## src/rtl/serial_subtractor_pkg.sv

```systemverilog
// Shared definitions for the bit-serial subtractor: FSM state encoding and
// the default operand width.
package serial_subtractor_pkg;

    localparam int DEFAULT_WIDTH = 4;

    typedef enum logic [1:0] {
        S_IDLE = 2'd0,
        S_RUN  = 2'd1,
        S_DONE = 2'd2
    } state_t;

endpackage

```

## src/rtl/serial_subtractor_if.sv

```systemverilog
// Start/busy/done operand and result bundle of the serial subtractor.
// The master side issues operands; the slave side is the subtractor.
interface serial_subtractor_if
    import serial_subtractor_pkg::*;
#(
    parameter int WIDTH = DEFAULT_WIDTH
) ();

    logic             start;
    logic [WIDTH-1:0] a;
    logic [WIDTH-1:0] b;
    logic             b_in;
    logic             busy;
    logic             done;
    logic [WIDTH-1:0] d;
    logic             b_out;

    modport master (
        output start, a, b, b_in,
        input  busy, done, d, b_out
    );

    modport slave (
        input  start, a, b, b_in,
        output busy, done, d, b_out
    );

endinterface

```

## src/rtl/serial_subtractor_full_subtractor.sv

```systemverilog
// One-bit full subtractor cell: d = a - b - bin, with borrow-out.
module full_subtractor (
    input  logic a,
    input  logic b,
    input  logic bin,
    output logic d,
    output logic bout
);

    assign d    = a ^ b ^ bin;
    assign bout = (~a & b) | (~(a ^ b) & bin);

endmodule

```

## src/rtl/serial_subtractor.sv

```systemverilog
// Bit-serial subtractor: D = A - B - b_in, LSB first, one bit per clock
// through a single full-subtractor cell and a borrow flip-flop.
module serial_subtractor
    import serial_subtractor_pkg::*;
#(
    parameter int WIDTH = DEFAULT_WIDTH
) (
    input  logic               clk,
    input  logic               reset,
    serial_subtractor_if.slave bus
);

    localparam int CW = $clog2(WIDTH) + 1;

    state_t           state;
    state_t           state_next;
    logic [CW-1:0]    count;
    logic [WIDTH-1:0] a_sr;
    logic [WIDTH-1:0] b_sr;
    logic [WIDTH-1:0] d_reg;
    logic             brw;
    logic             b_out_reg;
    logic             accept;
    logic             last_bit;
    logic             diff_bit;
    logic             brw_next;

    // Operands are only taken when no operation is in flight.
    assign accept   = bus.start && (state == S_IDLE || state == S_DONE);
    assign last_bit = (count == CW'(WIDTH - 1));

    full_subtractor u_cell (
        .a    (a_sr[0]),
        .b    (b_sr[0]),
        .bin  (brw),
        .d    (diff_bit),
        .bout (brw_next)
    );

    // State register.
    always_ff @(posedge clk) begin
        // NOTE: non-blocking assignments so every register samples pre-edge values.
        if (reset) state <= S_IDLE;
        else       state <= state_next;
    end

    // Next-state decode; DONE with start held goes straight back to RUN.
    always_comb begin
        // NOTE: default assigned first so no path leaves state_next unassigned (no latch).
        state_next = state;
        case (state)
            S_IDLE:  if (bus.start) state_next = S_RUN;
            S_RUN:   if (last_bit) state_next = S_DONE;
            S_DONE:  state_next = bus.start ? S_RUN : S_IDLE;
            default: state_next = S_IDLE;
        endcase
    end

    // Datapath: load on accept, then shift one bit per RUN cycle.
    always_ff @(posedge clk) begin
        if (reset) begin
            a_sr      <= '0;
            b_sr      <= '0;
            d_reg     <= '0;
            brw       <= 1'b0;
            b_out_reg <= 1'b0;
            count     <= '0;
        end else if (accept) begin
            a_sr  <= bus.a;
            b_sr  <= bus.b;
            brw   <= bus.b_in;
            d_reg <= '0;
            count <= '0;
        end else if (state == S_RUN) begin
            a_sr  <= a_sr >> 1;
            b_sr  <= b_sr >> 1;
            brw   <= brw_next;
            // Difference enters at the MSB so bit 0 lands at d[0] after WIDTH shifts.
            d_reg <= {diff_bit, d_reg[WIDTH-1:1]};
            count <= count + CW'(1);
            if (last_bit) b_out_reg <= brw_next;
        end
    end

    assign bus.busy  = (state == S_RUN);
    assign bus.done  = (state == S_DONE);
    assign bus.d     = d_reg;
    assign bus.b_out = b_out_reg;

endmodule

```

## src/flat_wrapper.sv

```systemverilog
// flat-port wrapper written by rule: the top's interface ports become plain ports
module serial_subtractor_flat import serial_subtractor_pkg::*;
#(
    parameter int WIDTH = DEFAULT_WIDTH
)
  (clk, reset, bus_start, bus_a, bus_b, bus_b_in, bus_busy, bus_done, bus_d, bus_b_out);
  serial_subtractor_if #(.WIDTH(WIDTH)) bus_i ();
  input  logic clk;
  input  logic reset;
  input wire logic [$bits(bus_i.start)-1:0] bus_start;
  input wire logic [$bits(bus_i.a)-1:0] bus_a;
  input wire logic [$bits(bus_i.b)-1:0] bus_b;
  input wire logic [$bits(bus_i.b_in)-1:0] bus_b_in;
  output wire logic [$bits(bus_i.busy)-1:0] bus_busy;
  output wire logic [$bits(bus_i.done)-1:0] bus_done;
  output wire logic [$bits(bus_i.d)-1:0] bus_d;
  output wire logic [$bits(bus_i.b_out)-1:0] bus_b_out;
  assign bus_i.start = bus_start;
  assign bus_i.a = bus_a;
  assign bus_i.b = bus_b;
  assign bus_i.b_in = bus_b_in;
  assign bus_busy = bus_i.busy;
  assign bus_done = bus_i.done;
  assign bus_d = bus_i.d;
  assign bus_b_out = bus_i.b_out;
  serial_subtractor #(.WIDTH(WIDTH)) u_core (.clk(clk), .reset(reset), .bus(bus_i));
endmodule
```

## config.mk

```make
export PLATFORM = sky130hd
export DESIGN_NAME = serial_subtractor_flat
export DESIGN_NICKNAME = d
export VERILOG_FILES = /design/src/rtl/serial_subtractor_pkg.sv /design/src/rtl/serial_subtractor_if.sv /design/src/rtl/serial_subtractor_full_subtractor.sv /design/src/rtl/serial_subtractor.sv /design/src/flat_wrapper.sv
export SDC_FILE = /design/constraint.sdc
export NUM_CORES = 1
export LEC_CHECK = 0
export CAP_MARGIN = 20
export CORE_UTILIZATION = 45
export CTS_CLUSTER_DIAMETER = 60
export DETAILED_ROUTE_END_ITERATION = 6
export PLACE_DENSITY = 0.8
export SYNTH_ARGS = -nofsm -noshare
export SYNTH_HDL_FRONTEND = slang
export SYNTH_SLANG_ARGS = --single-unit
```

## constraint.sdc

```tcl
create_clock -name clk -period 2.3 [get_ports clk]
set_input_delay 0.23 -clock clk [delete_from_list [all_inputs] [get_ports clk]]
set_output_delay 0.23 -clock clk [all_outputs]
set_load 0.02 [all_outputs]
```

# Word-level counts from Yosys, hierarchy flattened
# Index checks and enable logic that the tools add are counted.
# W data, S select, Z words.
# totals
ramBits	0
input_bits	12
latch_bits	0
regBits	19
rom_bits	0
output_inout_bits	7
memories	0
# op_classes
reduce_logical	7
magnitude_cmp	0
div	0
n_addsub	1
shift	0
n_mul	0
n_bitwise	8
eq_ne	5
mux	10
# ops
operator	count
$mux W4	4
$pmux W2 S3	1
$mux W2	2
$add A3 B1 Y3 const B	1
$eq A3 B2 Y1 const B	1
$mux W1	3
$not A1 Y1	3
$reduce_and A3 Y1	1
$and A1 B1 Y1	2
$eq A2 B1 Y1 const B	1
$eq A2 B2 Y1 const B	1
$logic_not A2 Y1	1
$ne A2 B1 Y1 const B	1
$ne A2 B2 Y1 const B	1
$reduce_and A2 Y1	1
$reduce_bool A2 Y1	1
$reduce_or A2 Y1	1
$xor A1 B1 Y1	2
$logic_and A1 B1 Y1	1
$logic_or A1 B1 Y1	1
$or A1 B1 Y1	1

# Longest topological paths before layout
# logic_depth
depth_word	6
ltp_mapped	6
depth_no_buf	4

# Modules after synthesis
# A second synthesis with hierarchy kept.
# unflattened
cells_unflattened	90
area_unflattened_um2	788.3
# by_module_without_submodules
module	seq_area_each_um2	cells_per_inst	instances	area_each_um2
serial_subtractor	380.4	86	1	757.0
full_subtractor	0.0	4	1	31.3

# Worst setup path after synthesis
# Ideal clock, no wire load.
# synth_path
path_kind	register to register
start	register u_core.b_sr[0]
end	register u_core.brw
setup_slack_ns	1.144
n_path_buf	0
period_less_slack_ns	1.156
path_stages_with_launch	4
arrival_time_ns	1.053
setup_ns	0.103
path_cell_list	dfxtp_1 > inv_1 > fa_1 > a2111oi_2
# synth_between
elab_chain_cells	6
# synth_rtl
item	line	rtl
from (decl)	serial_subtractor.sv:19	logic [WIDTH-1:0] b_sr;
from (signal assigned)	serial_subtractor.sv:70	b_sr <= bus.b;
from (signal assigned)	serial_subtractor.sv:76	b_sr <= b_sr >> 1;
$xor A1 B1 Y1	serial_subtractor_full_subtractor.sv:11	assign bout = (~a & b) | (~(a ^ b) & bin);
$not A1 Y1	serial_subtractor_full_subtractor.sv:11	
$and A1 B1 Y1	serial_subtractor_full_subtractor.sv:11	
$or A1 B1 Y1 *	serial_subtractor_full_subtractor.sv:11	
$mux W1 *	serial_subtractor.sv:74	end else if (state == S_RUN) begin
$mux W1 *	serial_subtractor.sv:68	end else if (accept) begin
to (signal assigned)	serial_subtractor.sv:71	brw <= bus.b_in;
to (signal assigned)	serial_subtractor.sv:77	brw <= brw_next;
to (decl)	serial_subtractor.sv:21	logic brw;
# Mark *: on every way between the ends. The rest lies on a longest branch, timed or not. The select of a mux whose other input is x is not followed.
# A chain may end at the register's enable or synchronous reset.

# Worst setup path in the final report
# layout_path
start	register u_core.state[0]
end	output port bus_busy
# layout_between
elab_chain_cells	1
# layout_rtl
item	line	rtl
from (decl)	serial_subtractor.sv:15	state_t state;
from (signal assigned)	serial_subtractor.sv:44	else state <= state_next;
$eq A2 B1 Y1	serial_subtractor.sv:85	assign bus.busy = (state == S_RUN);
to (decl)	flat_wrapper.sv:14	output wire logic [$bits(bus_i.busy)-1:0] bus_busy;
# Every way passes these cells.

==> results.toml <==
[outcome]
status = "finished clean"

[synth]
ys.flop_type = "dfxtp_1"
synth_edf_count = 0
synth_top_area_share = 0.445
yosys-top-cells-area = "dfxtp_1 45%, nand2_1 5.7%, a311oi_2 5.3%"
synth_nets = 103
ys_seq_area_frac = 0.445
postSynthAreaPerCell_sq_um = 9.71
ys_ff_latch = 19
synth_top_area_cell = "dfxtp_1"
async_reset_ff_frac = 0
postSynthCellCount = 88
ys_warn_count = 0
ys_types = 30
syn_area_sq_um = 855

[placed_design]
io_buffer_count = 18
place_area_sq_um = 1020
dp_hpwl_um = 1130
post-place-ws_ns = 0.523
gp_congestion = 0.762

[worst_setup_path]
cpLargestDelayFamily = "buffers and inverters"
worst_ep_arrival_time_ns = 1.89
path_class = "flop to primary output"
path_max_fanout = 20
end_kind = "primary output"
required_ns = 2.07
crit_path_cell_trace = "nand2b_4 -> inv_2 -> clkdlybuf4s50_1"
slowest_delay_ns = 0.68
start_kind = "flop"
cpMaxStageDelayCell = "clkdlybuf4s50_1"
critPathBufInv = 2
r2r-start = "u_core.state[0]$_SDFFE_PP0P_"
timing.critical_path.from = "u_core.state[0]$_SDFFE_PP0P_"

[route]
wl_um = 1570
viasPerCell = 5.25
initialDrtViolationCount = 6
post_drt_wl_per_cell_um = 12.1
drc = 0
first_pass_iters = 4
postRouteAntennaNets = 0
num_vias = 683

[sta]
fin_crit_ns = 2.12
slew_headroom = 0.611
fin_tns_setup_ns = 0
setup_violations = 0
slew_viol_final = 0
setup_ws_ns = 0.184
rsz0062_at_grt = "false"
worst_pin_slew_ns = 0.582
clock.fmax_mhz = 472
fin_crit_sh = 0.920
skew_ns = 0.00434
hold_viol = 0

[clock_tree]
cts_buffers = 3
cts_setup_buffers = 0
cts_tree = "done"
postCtsResizedCells = 0
clock-sinks = 19
clock_latency_ns = 0.30
clk_path_buf_depth = 2
cts_hold_buf = 0
clk_pin_slew_ns = 0.10
cts.htree.levels = 1
cts-root-buf = "clkbuf_4"

[global_route]
track_usage = 0.175
antenna_found_initial = 0
grt_pass1_wl_um = 2620
grt_overflow_total = 0
grt_pass1_vias = 641
grt_max_degree = 21

[floorplanning]
io_pins = 19
start_util = 0.490
die_area_sq_um = 2080
coreArea_sq_um = 1750
die_h_um = 45.6
num_rows = 15
die_x_um = 45.6

[layout]
area_delta_synth_final_pct = 22.1
fin_area_sq_um = 1040
final_layout_size_suffix_gt1_frac = 0.152
n_antenna_cell = 0
final_nets = 121
fillers = 154
fin_util = 0.598

[power]
power.density_nw_per_um2 = 620
p_comb_frac = 0.186
vdd_drop_max_mv = 0.327
p_clk_frac = 0.257
p_int_mw = 0.470
p_leak_nw = 0.369
switching_share = 0.273
power.switching_mw = 0.177
p_seq_frac = 0.558

[min_path]
min-delay-start = "u_core.count[1]$_SDFFE_PP0P_"
min_path_type = "flop to flop"

[run]
max_cap_violations = 0
[synthesized netlist by cell type, types with 2 or more instances]
master    instances
nand3_1           2
o22ai_1           3
inv_1             3
a21oi_1           7
nor3_1            8
nor2_1            6
nand2_1          13
a311oi_2          3
nand2b_4          2
ha_1              2
dfxtp_1          19
buf_8             2
[worst min-delay path, stage by stage (launching register included)]
cell	delay, ns
dfxtp_1	0.33
nand2_1	0.05
a21oi_1	0.05
[power by group through the flow]
stage          Combinational, mW  Sequential, mW  Clock (mW)
2_1_floorplan             0.0920           0.367           0
3_3_place_gp               0.117           0.367           0
3_5_place_dp               0.120           0.368           0
4_1_cts                    0.121           0.361       0.173
5_1_grt                    0.133           0.364       0.191
6_report                   0.120           0.361       0.166
[cell families after synthesis]
family | synth area share
simple gates | 0.205
compound gates | 0.190
flops | 0.445
buf+inv | 0.0849
fa+ha+maj | 0.0527
xor+xnor | 0.0103
mux | 0.0117
[final timing paths]
| path | end | slack [ns] | cells after the start |
|---|---|---|---|
| setup / recovery | bus_busy | 0.18 | 3 |
| hold / removal | u_core.count[1]$_SDFFE_PP0P_ | 0.47 | 2 |
| hold reg to reg | u_core.count[1]$_SDFFE_PP0P_ | 0.47 | 2 |
| setup reg to reg | u_core.brw$_SDFFE_PP0P_ | 0.90 | 4 |
[cells in the final DEF (no fill, tap or decap)]
| cell | netlist | final |
|---|---|---|
| a22oi_1 | 1 | 1 |
| dfxtp_1 | 19 | 19 |
| a21oi_2 | 1 | 1 |
| nand2_1 | 13 | 13 |
| nor2_1 | 6 | 6 |
| ha_1 | 2 | 2 |
| a2111oi_2 | 1 | 1 |
| a211oi_2 | 1 | 1 |
| xnor2_1 | 1 | 1 |
| nor3_1 | 8 | 8 |
| nor2b_1 | 1 | 1 |
| fa_1 | 1 | 1 |
| o22ai_1 | 3 | 3 |
| nand2_2 | 1 | 1 |
| a311oi_2 | 3 | 3 |
| clkinv_2 | 0 | 1 |
| mux2i_1 | 1 | 1 |
| o21a_1 | 1 | 1 |
| nand2b_4 | 2 | 2 |
| nand3_1 | 2 | 2 |
| a21oi_1 | 7 | 7 |
| clkdlybuf4s50_1 | 0 | 18 |
| nand2b_1 | 1 | 1 |
| inv_2 | 1 | 1 |
| o22ai_2 | 1 | 1 |
| buf_4 | 1 | 1 |
| clkbuf_4 | 0 | 3 |
| inv_1 | 3 | 3 |
| and2b_1 | 1 | 1 |
[cell type report]
class / count / area, sq um / area share
Clock buffer: 3 / 22.5 / 0.0216
Clock inverter: 1 / 5.00 / 0.00480
Inverter: 4 / 15.0 / 0.0144
Multi-Input combinational cell: 59 / 402 / 0.385
Sequential cell: 19 / 380 / 0.365
Tap cell: 25 / 31.3 / 0.0300
Timing Repair Buffer: 19 / 188 / 0.180
[routing by layer]
layer  vias up  routed length (um)  global-route usage
met5         -                   0                   0
met1       320                 726               0.228
li1        339                   -                   -
met4         0                  27              0.0909
met2        21                 752               0.277
met3         3                  62              0.0238
[stage by stage]
| stage | power [mW] | hold slack [ns] | cells |
|---|---|---|---|
| 6_report | 0.647 | 0.472 | 130 |
| 5_1_grt | 0.688 | 0.488 | 130 |
| 4_1_cts | 0.654 | 0.475 | 130 |
| 3_5_place_dp | 0.488 | 0.459 | 126 |
| 3_3_place_gp | 0.484 | 0.450 | 126 |
| 2_1_floorplan | 0.459 | 0.298 | 88 |
Power figures use the tool's default switching activity.
